## src/rtl/memory_arbiter_if.sv

```systemverilog
// Bus bundle between the control unit, the memory arbiter and the single-port RAM.
// The master modport is the arbiter's view; slave is the control-unit/RAM side.
interface memory_arbiter_if;
  logic        halt;
  logic        iREN;
  logic [31:0] iaddr;
  logic        ihit;
  logic [31:0] iload;
  logic        dREN;
  logic        dWEN;
  logic [31:0] daddr;
  logic [31:0] dstore;
  logic        dhit;
  logic [31:0] dload;
  logic        ramREN;
  logic        ramWEN;
  logic [31:0] ramaddr;
  logic [31:0] ramstore;
  logic [31:0] ramload;
  logic        ram_ready;
  logic        mem_err;
  logic        idle;

  modport master (
    input  halt, iREN, iaddr, dREN, dWEN, daddr, dstore, ramload, ram_ready,
    output ihit, iload, dhit, dload, ramREN, ramWEN, ramaddr, ramstore, mem_err, idle
  );

  modport slave (
    output halt, iREN, iaddr, dREN, dWEN, daddr, dstore, ramload, ram_ready,
    input  ihit, iload, dhit, dload, ramREN, ramWEN, ramaddr, ramstore, mem_err, idle
  );
endinterface

```

## src/rtl/memory_arbiter.sv

```systemverilog
// Shares one RAM port between instruction fetch and data access: data has priority,
// a streak limit guarantees fetch progress, a watchdog aborts hung accesses.
module memory_arbiter #(
  parameter int TIMEOUT     = 64,
  parameter int MAX_DSTREAK = 4
) (
  input  logic                 CLK,
  input  logic                 RST,
  memory_arbiter_if.master     bus,
  output logic [1:0]           fsm_state
);

  localparam int WW = $clog2(TIMEOUT) + 1;
  localparam int SW = $clog2(MAX_DSTREAK + 1);

  typedef enum logic [1:0] {IDLE = 2'd0, DACC = 2'd1, IACC = 2'd2} state_t;

  state_t        state, next_state;
  logic [31:0]   addr_q, store_q;
  logic          op_wr;
  logic [SW-1:0] streak;
  logic [WW-1:0] wdog;
  logic          mem_err_q;
  logic          grant_d, grant_i, abort, ihit, dhit;

  // Grants are suppressed during reset so the reset-state outputs stay clean.
  assign grant_d = !RST && !bus.halt && (bus.dREN || bus.dWEN) &&
                   !(bus.iREN && (streak == SW'(MAX_DSTREAK)));
  assign grant_i = !RST && !bus.halt && !grant_d && bus.iREN;

  always_comb begin
    next_state = state;
    ihit       = 1'b0;
    dhit       = 1'b0;
    abort      = 1'b0;
    case (state)
      IDLE: begin
        if (grant_d)      next_state = DACC;
        else if (grant_i) next_state = IACC;
      end
      DACC, IACC: begin
        if (bus.ram_ready) begin
          dhit       = !RST && (state == DACC);
          ihit       = !RST && (state == IACC);
          next_state = IDLE;
        end else if (wdog == WW'(TIMEOUT - 1)) begin
          abort      = 1'b1;
          next_state = IDLE;
        end
      end
      default: next_state = IDLE;
    endcase
  end

  assign bus.ihit     = ihit;
  assign bus.dhit     = dhit;
  assign bus.iload    = ihit ? bus.ramload : 32'd0;
  assign bus.dload    = (dhit && !op_wr) ? bus.ramload : 32'd0;
  assign bus.ramREN   = (state == IACC) || ((state == DACC) && !op_wr);
  assign bus.ramWEN   = (state == DACC) && op_wr;
  assign bus.ramaddr  = addr_q;
  assign bus.ramstore = store_q;
  assign bus.mem_err  = mem_err_q;
  assign bus.idle     = (state == IDLE) && !grant_d && !grant_i;
  assign fsm_state    = state;

  always_ff @(posedge CLK) begin
    if (RST) begin
      state     <= IDLE;
      addr_q    <= '0;
      store_q   <= '0;
      op_wr     <= 1'b0;
      streak    <= '0;
      wdog      <= '0;
      mem_err_q <= 1'b0;
    end else begin
      state <= next_state;
      // Counter sits at zero in IDLE, so every access starts with a fresh budget.
      wdog  <= (state == IDLE) ? '0 : wdog + 1'b1;
      if (grant_d) begin
        addr_q  <= bus.daddr;
        store_q <= bus.dstore;
        op_wr   <= bus.dWEN;
      end else if (grant_i) begin
        addr_q  <= bus.iaddr;
      end
      if (dhit)
        streak <= bus.iREN ? ((streak == SW'(MAX_DSTREAK)) ? streak : streak + 1'b1) : '0;
      else if (ihit)
        streak <= '0;
      if (abort) mem_err_q <= 1'b1;
    end
  end

endmodule

```

## src/flat_wrapper.sv

```systemverilog
// flat-port wrapper written by rule: the top's interface ports become plain ports
module memory_arbiter_flat 
#(
  parameter int TIMEOUT     = 64,
  parameter int MAX_DSTREAK = 4
)
  (CLK, RST, fsm_state, bus_halt, bus_iREN, bus_iaddr, bus_dREN, bus_dWEN, bus_daddr, bus_dstore, bus_ramload, bus_ram_ready, bus_ihit, bus_iload, bus_dhit, bus_dload, bus_ramREN, bus_ramWEN, bus_ramaddr, bus_ramstore, bus_mem_err, bus_idle);
  memory_arbiter_if bus_i ();
  input  logic CLK;
  input  logic RST;
  output logic [1:0] fsm_state;
  input wire logic [$bits(bus_i.halt)-1:0] bus_halt;
  input wire logic [$bits(bus_i.iREN)-1:0] bus_iREN;
  input wire logic [$bits(bus_i.iaddr)-1:0] bus_iaddr;
  input wire logic [$bits(bus_i.dREN)-1:0] bus_dREN;
  input wire logic [$bits(bus_i.dWEN)-1:0] bus_dWEN;
  input wire logic [$bits(bus_i.daddr)-1:0] bus_daddr;
  input wire logic [$bits(bus_i.dstore)-1:0] bus_dstore;
  input wire logic [$bits(bus_i.ramload)-1:0] bus_ramload;
  input wire logic [$bits(bus_i.ram_ready)-1:0] bus_ram_ready;
  output wire logic [$bits(bus_i.ihit)-1:0] bus_ihit;
  output wire logic [$bits(bus_i.iload)-1:0] bus_iload;
  output wire logic [$bits(bus_i.dhit)-1:0] bus_dhit;
  output wire logic [$bits(bus_i.dload)-1:0] bus_dload;
  output wire logic [$bits(bus_i.ramREN)-1:0] bus_ramREN;
  output wire logic [$bits(bus_i.ramWEN)-1:0] bus_ramWEN;
  output wire logic [$bits(bus_i.ramaddr)-1:0] bus_ramaddr;
  output wire logic [$bits(bus_i.ramstore)-1:0] bus_ramstore;
  output wire logic [$bits(bus_i.mem_err)-1:0] bus_mem_err;
  output wire logic [$bits(bus_i.idle)-1:0] bus_idle;
  assign bus_i.halt = bus_halt;
  assign bus_i.iREN = bus_iREN;
  assign bus_i.iaddr = bus_iaddr;
  assign bus_i.dREN = bus_dREN;
  assign bus_i.dWEN = bus_dWEN;
  assign bus_i.daddr = bus_daddr;
  assign bus_i.dstore = bus_dstore;
  assign bus_i.ramload = bus_ramload;
  assign bus_i.ram_ready = bus_ram_ready;
  assign bus_ihit = bus_i.ihit;
  assign bus_iload = bus_i.iload;
  assign bus_dhit = bus_i.dhit;
  assign bus_dload = bus_i.dload;
  assign bus_ramREN = bus_i.ramREN;
  assign bus_ramWEN = bus_i.ramWEN;
  assign bus_ramaddr = bus_i.ramaddr;
  assign bus_ramstore = bus_i.ramstore;
  assign bus_mem_err = bus_i.mem_err;
  assign bus_idle = bus_i.idle;
  memory_arbiter #(.TIMEOUT(TIMEOUT), .MAX_DSTREAK(MAX_DSTREAK)) u_core (.CLK(CLK), .RST(RST), .bus(bus_i), .fsm_state(fsm_state));
endmodule
```

## config.mk

```make
export PLATFORM = sky130hd
export DESIGN_NAME = memory_arbiter_flat
export DESIGN_NICKNAME = d
export VERILOG_FILES = /design/src/rtl/memory_arbiter_if.sv /design/src/rtl/memory_arbiter.sv /design/src/flat_wrapper.sv
export SDC_FILE = /design/constraint.sdc
export NUM_CORES = 1
export LEC_CHECK = 0
export CORE_ASPECT_RATIO = 0.6
export CORE_MARGIN = 8
export CORE_UTILIZATION = 25
export DETAILED_ROUTE_END_ITERATION = 6
export GPL_ROUTABILITY_DRIVEN = 0
export GPL_TIMING_DRIVEN = 1
export RECOVER_POWER = 50
export SYNTH_ARGS = -nofsm -noshare
export SYNTH_HDL_FRONTEND = slang
export SYNTH_SLANG_ARGS = --single-unit
```

## constraint.sdc

```tcl
create_clock -name CLK -period 6.75 [get_ports CLK]
set_input_delay 2.025 -clock CLK [delete_from_list [all_inputs] [get_ports CLK]]
set_output_delay 2.025 -clock CLK [all_outputs]
set_load 0.1 [all_outputs]
```

==> results.txt, run 1 <==
The flow ran to the end, but the final reports show violations. The checks that failed: capacitance limit, slew limit. The tool flagged a number of max-cap violations equal to 3. STA classifies the critical path startpoint as a primary input. STA classifies the critical path endpoint as an output port. The worst path needs 5.99 ns of the cycle, external delays included. The number of warning messages in the yosys log came out at 0. The clock transition at the registers of the reported paths is around 0.060 ns. The first detailed-routing pass took 4 iterations. The final antenna-violating net count is 0.

The worst reg2reg path endpoint is u_core.bus.ramaddr[4]. For the worst setup path, the data arrival time is slightly below 4 ns. The startpoint identified for the worst hold timing path is u_core.bus.ramstore[6].

The maximum number of pins on one net before global-route repair is 99. In this run the number of H-tree levels came out at 3. The core footprint came out at 0.0146 sq mm. Along the worst path, the maximum fanout reaches 35. The peak supply drop is 0.000100 V.

Summed over all failing endpoints, the final setup total negative slack is 0 ns. The final standard cell area without fillers is between 0.007 and 0.008 sq mm. The number of buffers inserted during clock tree synthesis is 9. Traced cell by cell, the critical path runs through dlygate4sd3_1, and3b_1, and3_1, buf_4. The y dimension of the die came out at approximately 110 microns. The biggest cell delay along the critical path came out at about 0.78 ns. The multi-input combinational cells in the finished layout cover a total of between 0.0015 and 0.002 sq mm. The proportion of netlist area held by the largest area contributor is 0.415. Measured along the x axis, the die boundary spans approximately 170 microns.

The setup path with the least slack is of type in -> out. The worst max-slew margin expressed relative to the limit came out at -1.41. Measured in cells, the most critical reg-to-reg path has a length of 5. Among all flip-flop cells after synthesis, the most frequent one is sky130_fd_sc_hd__dfxtp_1. The full die area came out at a little under 0.02 sq mm.

The area growth from synthesis to layout is 88.8%. The minimum setup slack in the final design is 0.757 ns. The floorplan row count is 34. The wire length after detailed routing came out at around 15000 microns. The final-report setup violation count came out at 0. The clock passes through at most 2 buffers. The worst hold path belongs to the class reg -> reg. The timing-limited maximum frequency came out at 167 MHz. The overall power came out at roughly 1400 uW. The count of inserted antenna diode cells is 0.

The met1 wire length is slightly below 7000 microns. The initial cell density of the core came out at 0.258. The async set-or-reset flop fraction in the synthesized netlist came out at 0. The number of instances on the worst hold path is 2. The number of synthesized flops with an enable pin came out at 0.

The leftover overflow at the end of global routing came out at 0. The setup slack on the worst flop-to-flop path came out at ~2.7 ns. Between clock sinks in the finished design, the worst skew comes to about 0.0073 ns.

The number of antenna violations at the first check in global routing is 0. For hold timing, the worst endpoint is u_core.bus.ramstore[6]. The number of setup buffers added after CTS is 0. The total number of clock tree sinks came out at approximately 80. The met2 routed wirelength is 7370 microns. The number of nets produced by synthesis came out at about 580. The share of layout cells above drive strength 1 came out at 0.155.

STA puts the critical path data required time at roughly 4.7 ns. The met3 wirelength from detailed routing is between 900 and 1000 microns. Setup repair after global routing left no endpoint under its margin. The detailed router used layers up to and including met4. The worst register-to-register path begins at u_core.streak[0]. The register bit count reported by yosys is 78. The number of fill cells came out at about 1300. The largest individual stage delay along the critical path comes from the cell sky130_fd_sc_hd__and3b_1.

The count of buffers from port buffering is 270. The average vias per placed instance is around 4.5. The standby leakage power came out at a little under 0.003 uW. The global-route wire length before repair came out at 23600 microns. Yosys attributes the largest share of cell area to sky130_fd_sc_hd__dfxtp_1, sky130_fd_sc_hd__mux2i_1, sky130_fd_sc_hd__nand2_1. The instance count of the mapped netlist is 442.

Pin placement for this block handled 271 I/O pins. The number of global-route vias before repair is 4028. After synthesis, the mean cell area works out to between 8 and 9 sq um. Once placement finished, the instance area stood at ~0.0068 sq mm. The number of design rule violations left after detail routing is 0. Power spread over the standard cell area amounts to approximately 200 mW/mm^2. The utilization after layout came out at 0.487. For the pin with the worst max-slew slack, the measured transition is between 3 and 4 ns.

The total global routing track utilization came out at 0.151. The largest total area in the synthesized netlist belongs to sky130_fd_sc_hd__dfxtp_1. Clock tree synthesis selected as its root buffer the cell sky130_fd_sc_hd__clkbuf_16. The commonest cells after synthesis are sky130_fd_sc_hd__dfxtp_1, sky130_fd_sc_hd__nand2_1, sky130_fd_sc_hd__nor2_1. The combined flip-flop and latch cell area came out at ~0.0016 sq mm. By instance count, the leading cell after synthesis is sky130_fd_sc_hd__dfxtp_1.

Detailed placement ended at an HPWL of between 10000 and 15000 microns. The mapped netlist covers 0.00376 sq mm. In the final routed layout, each cell accounts on average for 17.1 microns. The final net count came out at between 800 and 900.

The number of endpoints with negative hold slack in the final report came out at 0. The final number of max-transition violations was 179. The clock latency on the worst-skew pair came out at ~0.33 ns.

The number of gates resized after CTS was 0. The detailed router finished its first iteration with between 150 and 200 violations. The vias after detailed routing came out at between 3000 and 4000. Of the synthesized area, sequential elements account for 0.415. Dividing the final minimum period by the clock period gives 0.888. The synthesized netlist contains 35 unique library cells.

The worst-case setup slack after placement came out at a little under 0.9 ns. The cts-stage hold buffer count came out at 0. The clock tree from TritonCTS is built.
==> state kept, by name (all words and copies together), names as in the netlist <==
name and flops:
u_core.wdog 7, u_core.bus.ramaddr 32, u_core.fsm_state 2, u_core.op_wr 1, u_core.bus.ramstore 32, u_core.bus.mem_err 1, u_core.streak 3
==> power by group <==
part	total, uW	switching, uW	internal, uW
logic	442	297	145
registers	498	12.4	486
clock network	508	187	321
total	1450	496	952
==> per-layer routing <==
layer  GRT usage  up-vias
met5           0        -
met4      0.0312        0
met3      0.0442       11
met2       0.252      125
met1       0.190     1843
li1            -     2005
==> cells by family (layout without fill, tap and decap cells) <==
| logic type | count (synthesis) | in the layout | share of synthesized area |
|---|---|---|---|
| AO/OA/AOI/OAI | 79 | 79 | 0.158 |
| XOR/XNOR | 4 | 4 | 0.00932 |
| adder cells (fa/ha/maj) | 6 | 6 | 0.0200 |
| buffers and inverters | 43 | 297 | 0.0509 |
| flip-flops | 78 | 78 | 0.415 |
| multiplexers | 32 | 32 | 0.0852 |
| AND/OR/NAND/NOR | 200 | 200 | 0.261 |
==> cells in the final DEF (no fill, tap or decap), types with 3 or more instances in the layout <==
cell type,Yosys,routed
sky130_fd_sc_hd__mux2i_1,32,32
sky130_fd_sc_hd__dfxtp_1,78,78
sky130_fd_sc_hd__nand3_1,3,3
sky130_fd_sc_hd__a211oi_1,14,14
sky130_fd_sc_hd__and3_1,34,35
sky130_fd_sc_hd__buf_12,0,32
sky130_fd_sc_hd__buf_4,0,38
sky130_fd_sc_hd__nor2_1,45,45
sky130_fd_sc_hd__a211oi_2,20,20
sky130_fd_sc_hd__a21oi_1,35,35
sky130_fd_sc_hd__o21ai_0,4,4
sky130_fd_sc_hd__clkbuf_16,0,9
sky130_fd_sc_hd__and2_1,34,34
sky130_fd_sc_hd__inv_1,7,7
sky130_fd_sc_hd__nand2_1,71,71
sky130_fd_sc_hd__dlygate4sd3_1,0,57
sky130_fd_sc_hd__ha_1,6,6
sky130_fd_sc_hd__clkdlybuf4s50_1,0,145
sky130_fd_sc_hd__clkbuf_1,27,3
==> layout make-up <==
class                      count  share of cell area
clock buffer                   9              0.0317
inverter                       7             0.00370
tap                          198              0.0349
clock inverter                 6              0.0123
multi-input combinational    321               0.281
sequential                    78               0.220
timing repair buffer         275               0.417
==> how the worst max path moves through the flow <==
stage                  start                     to  slack (ns)
2_1_floorplan            RST               bus_idle        0.81
3_3_place_gp   bus_ram_ready          bus_iload[18]        1.00
3_5_place_dp   bus_ram_ready          bus_iload[17]        0.87
4_1_cts        bus_ram_ready          bus_iload[17]        0.87
5_1_grt             bus_iREN  u_core.bus.ramaddr[5]        0.62
6_report       bus_ram_ready          bus_iload[26]        0.76
==> critical path, delay by kind of cell <==
family                 cells  cell delay (ns)
and+or+nand+nor            2             1.06
buffers and inverters      2             0.88
==> through the flow <==
step | hold slack (ns) | instances
2_1_floorplan | 0.413 | 442
3_3_place_gp | 0.423 | 879
3_5_place_dp | 0.449 | 879
4_1_cts | 0.458 | 894
5_1_grt | 0.471 | 894
6_report | 0.452 | 894
No activity file was read; power rests on OpenSTA's default activity.
==> run 2: changes to the inputs <==
--- a/config.mk
+++ b/config.mk
@@ -8,6 +8,7 @@
 export CORE_ASPECT_RATIO = 0.6
 export CORE_MARGIN = 8
 export CORE_UTILIZATION = 25
+export CTS_CLUSTER_DIAMETER = 150
 export DETAILED_ROUTE_END_ITERATION = 6
 export GPL_ROUTABILITY_DRIVEN = 0
 export GPL_TIMING_DRIVEN = 1
==> results of run 2 <==
Final layout, timing and power as in run 1 (identical DEF).
